===== src/rtl/booth_r16_seq_mult_if.sv =====
// Operand-issue and product-writeback handshake bundle for the radix-16 Booth multiplier.
// The producer/consumer side uses the master modport; the multiplier uses slave.
interface booth_r16_seq_mult_if #(
    parameter int LENGTH = 32
);
    logic                  in_valid_i;
    logic                  in_ready_o;
    logic                  signed_i;
    logic [LENGTH-1:0]     a_i;
    logic [LENGTH-1:0]     b_i;
    logic                  out_valid_o;
    logic                  out_ready_i;
    logic [2*LENGTH-1:0]   p_o;

    modport slave (
        input  in_valid_i, signed_i, a_i, b_i, out_ready_i,
        output in_ready_o, out_valid_o, p_o
    );

    modport master (
        output in_valid_i, signed_i, a_i, b_i, out_ready_i,
        input  in_ready_o, out_valid_o, p_o
    );
endinterface


===== src/rtl/booth_r16_seq_mult.sv =====
// Iterative radix-16 Booth multiplier, one digit per cycle; result valid LENGTH/4 (signed) or LENGTH/4+1 (unsigned) cycles after accept.
// Accepts only in IDLE; holds the product in DONE until out_ready_i, with no accept on the handoff edge.
module booth_r16_seq_mult #(
    parameter int LENGTH = 32
) (
    input  logic                 clk_i,
    input  logic                 rst_i,
    booth_r16_seq_mult_if.slave  bus
);
    localparam int PW = 2 * LENGTH;
    localparam int BW = LENGTH + 5;
    localparam int NS = LENGTH / 4;
    localparam int CW = $clog2(NS + 2);

    typedef enum logic [1:0] {IDLE, BUSY, DONE} state_t;

    state_t          state_q, state_d;
    logic [PW-1:0]   a_q, a_d;
    logic [PW-1:0]   acc_q, acc_d;
    logic [PW-1:0]   p_q, p_d;
    logic [BW-1:0]   b_q, b_d;
    logic            sgn_q, sgn_d;
    logic [CW-1:0]   k_q, k_d;
    logic            in_ready_q, in_ready_d;
    logic            out_valid_q, out_valid_d;

    logic [4:0]      win;
    logic [4:0]      digit;
    logic            neg;
    logic [3:0]      mag;
    logic [PW-1:0]   pp_mag;
    logic [PW-1:0]   pp;
    logic [PW-1:0]   sum;
    logic            last;

    always_comb begin
        state_d     = state_q;
        a_d         = a_q;
        acc_d       = acc_q;
        p_d         = p_q;
        b_d         = b_q;
        sgn_d       = sgn_q;
        k_d         = k_q;

        // b_q keeps Bx with a zero appended below bit 0, so the low 5 bits are always the current window.
        win    = b_q[4:0];
        digit  = {win[4], win[4:1]} + {4'b0000, win[0]};
        neg    = digit[4];
        mag    = neg ? 4'(-digit) : digit[3:0];
        pp_mag = (mag[0] ? a_q : '0) + (mag[1] ? (a_q << 1) : '0)
               + (mag[2] ? (a_q << 2) : '0) + (mag[3] ? (a_q << 3) : '0);
        pp     = neg ? -pp_mag : pp_mag;
        sum    = acc_q + pp;
        last   = (k_q == (sgn_q ? CW'(NS - 1) : CW'(NS)));

        case (state_q)
            IDLE: begin
                if (bus.in_valid_i && in_ready_q) begin
                    sgn_d   = bus.signed_i;
                    a_d     = {{LENGTH{bus.signed_i & bus.a_i[LENGTH-1]}}, bus.a_i};
                    b_d     = {{4{bus.signed_i & bus.b_i[LENGTH-1]}}, bus.b_i, 1'b0};
                    acc_d   = '0;
                    k_d     = '0;
                    state_d = BUSY;
                end
            end
            BUSY: begin
                acc_d = sum;
                a_d   = a_q << 4;
                b_d   = b_q >> 4;
                k_d   = k_q + CW'(1);
                if (last) begin
                    p_d     = sum;
                    state_d = DONE;
                end
            end
            DONE: begin
                if (bus.out_ready_i) begin
                    state_d = IDLE;
                end
            end
            default: state_d = IDLE;
        endcase

        in_ready_d  = (state_d == IDLE);
        out_valid_d = (state_d == DONE);
    end

    always_ff @(posedge clk_i) begin
        if (rst_i) begin
            state_q     <= IDLE;
            a_q         <= '0;
            acc_q       <= '0;
            p_q         <= '0;
            b_q         <= '0;
            sgn_q       <= 1'b0;
            k_q         <= '0;
            in_ready_q  <= 1'b1;
            out_valid_q <= 1'b0;
        end else begin
            state_q     <= state_d;
            a_q         <= a_d;
            acc_q       <= acc_d;
            p_q         <= p_d;
            b_q         <= b_d;
            sgn_q       <= sgn_d;
            k_q         <= k_d;
            in_ready_q  <= in_ready_d;
            out_valid_q <= out_valid_d;
        end
    end

    assign bus.in_ready_o  = in_ready_q;
    assign bus.out_valid_o = out_valid_q;
    assign bus.p_o         = p_q;
endmodule

===== src/flat_wrapper.sv =====
// flat-port wrapper written by rule: the top's interface ports become plain ports
module booth_r16_seq_mult_flat 
#(
    parameter int LENGTH = 32
)
  (clk_i, rst_i, bus_in_valid_i, bus_signed_i, bus_a_i, bus_b_i, bus_out_ready_i, bus_in_ready_o, bus_out_valid_o, bus_p_o);
  booth_r16_seq_mult_if #(.LENGTH(LENGTH)) bus_i ();
  input  logic clk_i;
  input  logic rst_i;
  input wire logic [$bits(bus_i.in_valid_i)-1:0] bus_in_valid_i;
  input wire logic [$bits(bus_i.signed_i)-1:0] bus_signed_i;
  input wire logic [$bits(bus_i.a_i)-1:0] bus_a_i;
  input wire logic [$bits(bus_i.b_i)-1:0] bus_b_i;
  input wire logic [$bits(bus_i.out_ready_i)-1:0] bus_out_ready_i;
  output wire logic [$bits(bus_i.in_ready_o)-1:0] bus_in_ready_o;
  output wire logic [$bits(bus_i.out_valid_o)-1:0] bus_out_valid_o;
  output wire logic [$bits(bus_i.p_o)-1:0] bus_p_o;
  assign bus_i.in_valid_i = bus_in_valid_i;
  assign bus_i.signed_i = bus_signed_i;
  assign bus_i.a_i = bus_a_i;
  assign bus_i.b_i = bus_b_i;
  assign bus_i.out_ready_i = bus_out_ready_i;
  assign bus_in_ready_o = bus_i.in_ready_o;
  assign bus_out_valid_o = bus_i.out_valid_o;
  assign bus_p_o = bus_i.p_o;
  booth_r16_seq_mult #(.LENGTH(LENGTH)) u_core (.clk_i(clk_i), .rst_i(rst_i), .bus(bus_i));
endmodule

===== config.mk =====
export PLATFORM = sky130hd
export DESIGN_NAME = booth_r16_seq_mult_flat
export DESIGN_NICKNAME = d
export VERILOG_FILES = /design/src/rtl/booth_r16_seq_mult_if.sv /design/src/rtl/booth_r16_seq_mult.sv /design/src/flat_wrapper.sv
export SDC_FILE = /design/constraint.sdc
export NUM_CORES = 1
export LEC_CHECK = 0
export CORE_UTILIZATION = 45
export CTS_CLUSTER_DIAMETER = 80
export DETAILED_ROUTE_END_ITERATION = 8
export PLACE_DENSITY = 0.61
export SYNTH_ARGS = -nofsm -noshare
export SYNTH_HDL_FRONTEND = slang
export SYNTH_SLANG_ARGS = --single-unit

===== constraint.sdc =====
create_clock -name clk_i -period 28 [get_ports clk_i]
set_clock_uncertainty 0.1 [all_clocks]
set_input_delay 7 -clock clk_i [delete_from_list [all_inputs] [get_ports clk_i]]
set_output_delay 7 -clock clk_i [all_outputs]
set_load 0.005 [all_outputs]

Yosys cells after proc, flatten, opt, wreduce, memory -nomap -nowiden:

Index checks and enable logic that the tools add are counted.

* bits in writable memories: 0
* ROM bits: 0
* register bits after elaboration: 238
* bits in latches: 0
* logic and storage cells: 50
* memories kept: 0

* equality and inequality tests: 5
* divide/modulo/power cells: 0
* $lt $le $gt $ge: 0
* multiply operators: 0
* shifts and indexed selects: 0
* $add $sub $neg: 8
* multiplexer cells: 19
* bitwise logic cells: 2
* reduce and logical (&&, ||, !) cells: 7

Operator list (count)
* 64-bit 2-to-1 mux: 7
* 64-bit adder: 4
* 64-bit one-hot mux with 2 select lines: 2
* 37-bit one-hot mux with 2 select lines: 1
* 64-bit negator: 1
* 37-bit 2-to-1 mux: 1
* 4-bit 2-to-1 mux: 3
* 4-bit one-hot mux with 2 select lines: 1
* 2-bit 2-to-1 mux: 3
* 2-bit one-hot mux with 3 select lines: 1
* 2-bit AND reduction: 3
* 4-bit by 2-bit adder with 5-bit output: 1
* 4-bit by 1-bit adder with 4-bit output, second input constant: 1
* 2-bit == test, second input constant: 2
* 4-bit == test: 1
* 2-bit zero test: 2
* 4-bit negator: 1
* 1-bit AND: 2
* 2-bit by 1-bit == test with 1-bit output, second input constant: 1
* 2-bit by 1-bit inequality test with 1-bit output, second input constant: 1
* 2-bit nonzero test: 1
* 1-bit logical AND: 1

Longest topological paths before layout:

* word-level depth: 11
* mapped depth: 44
* mapped depth without buffers: 41

Least setup slack after synthesis:

OpenSTA, ideal clock, no wires.

* path kind: reg-to-reg
* start: reg u_core.b_q[0]
* end: reg u_core.p_q[56], in the netlist u_core.bus.p_o[56]
* period minus slack after synthesis: 9.214 ns
* cell stages (with the launch flop): 41
* path slack: 18.786 ns
* buffers on the path: 3
* library setup time: 0.117 ns
* arrival time: 8.997 ns
* cell sequence: dfxtp_1 ha_1 clkbuf_1 clkbuf_1 inv_1 ha_1 nor2b_1 xnor2_1 o21ai_1 clkbuf_1 nand2_1 fa_1 fa_1 inv_1 ha_1 inv_1 fa_1 nor2b_4 [... 5 more ...] and3_1 and2_1 nand2_1 nand2_1 xnor2_1 ha_1 a21o_1 a21o_1 a21o_1 a2111oi_0 nor3_1 nor3_1 a211oi_1 o2111ai_1 or3b_2 a41oi_1 mux2i_1 nand2_1

* word-level cells in the longest chain between the ends: 10
* elaborated cells between the ends (all ways): 13

Ends and longest elaborated chain
* start: declaration: line booth_r16_seq_mult.sv:21 `logic [BW-1:0] b_q, b_d;`
* start signal: assignment: line booth_r16_seq_mult.sv:95 `b_q <= '0;`
* start signal: assignment: line booth_r16_seq_mult.sv:105 `b_q <= b_d;`
* 4-bit by 2-bit adder with 5-bit output (*): line booth_r16_seq_mult.sv:47 `digit = {win[4], win[4:1]} + {4'b0000, win[0]};`
* 4-bit negator: line booth_r16_seq_mult.sv:49 `mag = neg ? 4'(-digit) : digit[3:0];`
* 4-bit 2-to-1 mux: line booth_r16_seq_mult.sv:49
* 64-bit 2-to-1 mux: line booth_r16_seq_mult.sv:50 `pp_mag = (mag[0] ? a_q : '0) + (mag[1] ? (a_q << 1) : '0)`
* 64-bit adder: line booth_r16_seq_mult.sv:50
* 64-bit adder (2 in series): line booth_r16_seq_mult.sv:51 `+ (mag[2] ? (a_q << 2) : '0) + (mag[3] ? (a_q << 3) : '0);`
* 64-bit negator: line booth_r16_seq_mult.sv:52 `pp = neg ? -pp_mag : pp_mag;`
* 64-bit 2-to-1 mux (*): line booth_r16_seq_mult.sv:52
* 64-bit adder (*): line booth_r16_seq_mult.sv:53 `sum = acc_q + pp;`
* end signal: assignment: line booth_r16_seq_mult.sv:104 `p_q <= p_d;`
* end: declaration: line booth_r16_seq_mult.sv:20 `logic [PW-1:0] p_q, p_d;`

Every way passes the cells marked *; elsewhere a longest branch is shown, timed or not.
A chain may end at the register's enable or synchronous reset.

Final worst setup path:

Ends and elaborated chain as after synthesis.

==> out/summary.txt <==
die area = 52100 um^2
power share of the clock group = 0.329
Mean Syn Cell Area = 7.47 um^2
grt total ovfl = 0
post-route setup slack = 17330 ps
Worst-Skew Late Latency = 560 ps
Worst VDD drop = 40.0 uV
Hold Path Class = flop to flop
count of final max-slew check failures = 0
Final ANT Viol Nets = 0
DIE WIDTH = 228 um
setup TNS = 0 ps
1st-pass router iterations = 8
Seq/Total Area, Yosys = 0.204
total CTS buffers = 26
most frequent cells in the layout = nand2_1, nor2_1, a21oi_1, dfxtp_1, inv_1
startpoint types = flop
DR WL/cell = 17.6 um
Root Buffer = clkbuf_16
I/O pin total = 135
H-Tree Depth = 1
Seq cells post-synth = 235
Core Rows = 82
CP bufs+invs = 3
Sequential Power Share = 0.318
critical-path maximum fanout = 63
synth warn = 0
Critical-path top delay cell = and2_1
Clock Tree Buf Depth = 3
final hold vios = 0
DIE HEIGHT = 228 um
top_reg_cell synth = dfxtp_1
post-CTS setup buffer count = 0
Yosys cell types = 91
f_max = 93.7 MHz
fraction of registers with async set/reset = 0
vias in the first global route = 20731
Max-slew headroom = 0.0300
Syn Nets = 3413
post-cts resize count = 0
RSZ-0062 raised after global routing = no
internal power = 0.000742 W
Critical Path Max Stage Delay = 880 ps
Crit path max-delay family = simple AND/OR/NAND/NOR gates
Num Clock Sinks = 235
Fill cells = 4972
fin crit share = 0.381
hold buffers post-CTS = 0
status = finished, final reports clean
P per Cell Area = 45.8 nW/um^2
post-layout util = 0.510
initial antenna violation count = 0
combinational power share = 0.352
post-route minimum period = 10670 ps
# diodes = 0
Iteration-0 DRC Markers = 1728
CTS tree = done
Post-synth EDFFs = 0
commonest non-fill, non-tap cell in the layout = nand2_1
largest net degree at the start of global routing = 103
cell mode on critical path = nand2_1
leakage power of the design = 11.0 nW
Syn Inst Count = 3085
dpl hpwl = 51400 um
# placed instances = 3732
area grow syn2layout = 11.4%
switching power = 0.000434 W
vias per cell = 5.72
pre-CTS setup slack = 17450 ps
Cell Area, Synth = 23100 um^2
Port Buffers = 134
Layout Nets = 3416
crit path DAT = 11030 ps
first-pass GRT wire length = 109000 um
Core Box Area = 50400 um^2
Placer Congestion = 0.932
share of cells above drive strength 1 = 0.0341
Worst Setup Path Type = flop to flop
total track usage = 0.250
critical path capture point type = flop
Final Non-Filler Cells = 3780
total of max-cap violations = 0
final setup fails = 0
vias after detailed routing = 21615
Routed WL = 66400 um
switch share = 0.369
Starting Density = 0.458
drt drc = 0
clock-pin slew on the worst setup and hold paths = 60 ps
CP Data Required Time = 28360 ps
Worst-Margin Slew = 1450 ps
[final cells by class]
cell class              instances  area [um^2]  share of cell area
repair buffers                151         1470              0.0572
multi-input cells            2450        16900               0.656
clock buffers                  37          773              0.0301
well taps                     672          841              0.0327
clock inverters                11          203             0.00789
inverters                     224          841              0.0327
flip-flops and latches        235         4700               0.183
[synth_stat cells, types with 8 or more instances]
cell type,count,area [um^2]
nand2_1,357,1340
nor2_1,329,1230
a21oi_1,263,1320
dfxtp_1,235,4700
inv_1,224,841
and2_1,180,1130
clkbuf_1,150,563
ha_1,136,1700
o21ai_0,125,626
fa_1,123,2460
xnor2_1,92,806
a22oi_1,89,668
nor3_1,67,335
a21o_1,59,443
xor2_1,58,508
nand3_1,57,285
nor4_1,46,288
nand4_1,42,263
a211oi_1,38,285
o21a_1,25,188
nand2b_1,24,150
o31ai_1,24,180
a222oi_1,22,220
o21bai_1,22,165
nor2b_1,21,131
and3_1,19,119
o211ai_1,19,143
or3_1,16,100
a31oi_1,15,93.8
buf_2,15,75.1
mux2i_1,12,120
a21boi_0,10,75.1
and4_1,10,87.6
nand3b_1,10,75.1
or2_2,10,62.6
o21ai_1,9,45.0
buf_1,8,30.0
[power groups by stage]
stage / clock, W / combinational, W / sequential (W)
global route: 0.000411 / 0.000460 / 0.000377
detailed placement: 0 / 0.000409 / 0.000381
finish: 0.000387 / 0.000414 / 0.000374
global placement: 0 / 0.000402 / 0.000381
floorplan: 0 / 0.000310 / 0.000373
CTS: 0.000397 / 0.000411 / 0.000374
[layer usage]
layer	track usage	wire length, um	up-vias
li1	-	-	10739
met1	0.371	33300	10265
met2	0.390	28600	543
met3	0.0238	3350	68
met4	0.0520	1110	0
met5	0	0	-
[flip-flops by register name, indices dropped and copies added (netlist names)]
signal	count
u_core.a_q	64
u_core.acc_q	64
u_core.bus.p_o	64
u_core.b_q	34
u_core.k_q	4
u_core.state_q	2
u_core.bus.in_ready_o	1
u_core.bus.out_valid_o	1
u_core.sgn_q	1
[kinds of logic after synthesis]
logic type	synth area share
AO/OA/AOI/OAI	0.228
XOR/XNOR	0.0570
adder cells (fa/ha/maj)	0.181
buffers and inverters	0.0663
flip-flops	0.204
multiplexers	0.00619
AND/OR/NAND/NOR	0.257
[through the flow]
step	area [um^2]	hold slack (ps)	total power, W
final	25700	349	0.00118
after global routing	25700	372	0.00125
after CTS	25700	354	0.00118
after detailed placement	24700	347	0.000790
after global placement	24700	338	0.000783
after floorplan	23100	332	0.000683
[worst register-to-register path, delay by kind of cell, from the launching register on]
| kind | cells | cell delay (ps) |
|---|---|---|
| compound gates | 10 | 2780 |
| fa+ha+maj | 7 | 2200 |
| xor+xnor | 1 | 140 |
| mux | 1 | 220 |
| buf+inv | 3 | 630 |
| flops | 1 | 310 |
| simple gates | 16 | 4160 |
[final timing paths]
check                                   from                         endpoint  slack, ps  cells past startpoint
max               u_core.b_q[0]$_SDFFE_PP0P_  u_core.bus.p_o[56]$_SDFFE_PP0P_      17330                     38
min          u_core.bus.p_o[25]$_SDFFE_PP0P_  u_core.bus.p_o[25]$_SDFFE_PP0P_        350                      2
max reg2reg       u_core.b_q[0]$_SDFFE_PP0P_  u_core.bus.p_o[56]$_SDFFE_PP0P_      17330                     38
min reg2reg  u_core.bus.p_o[25]$_SDFFE_PP0P_  u_core.bus.p_o[25]$_SDFFE_PP0P_        350                      2
No activity file was read; power rests on OpenSTA's default activity.
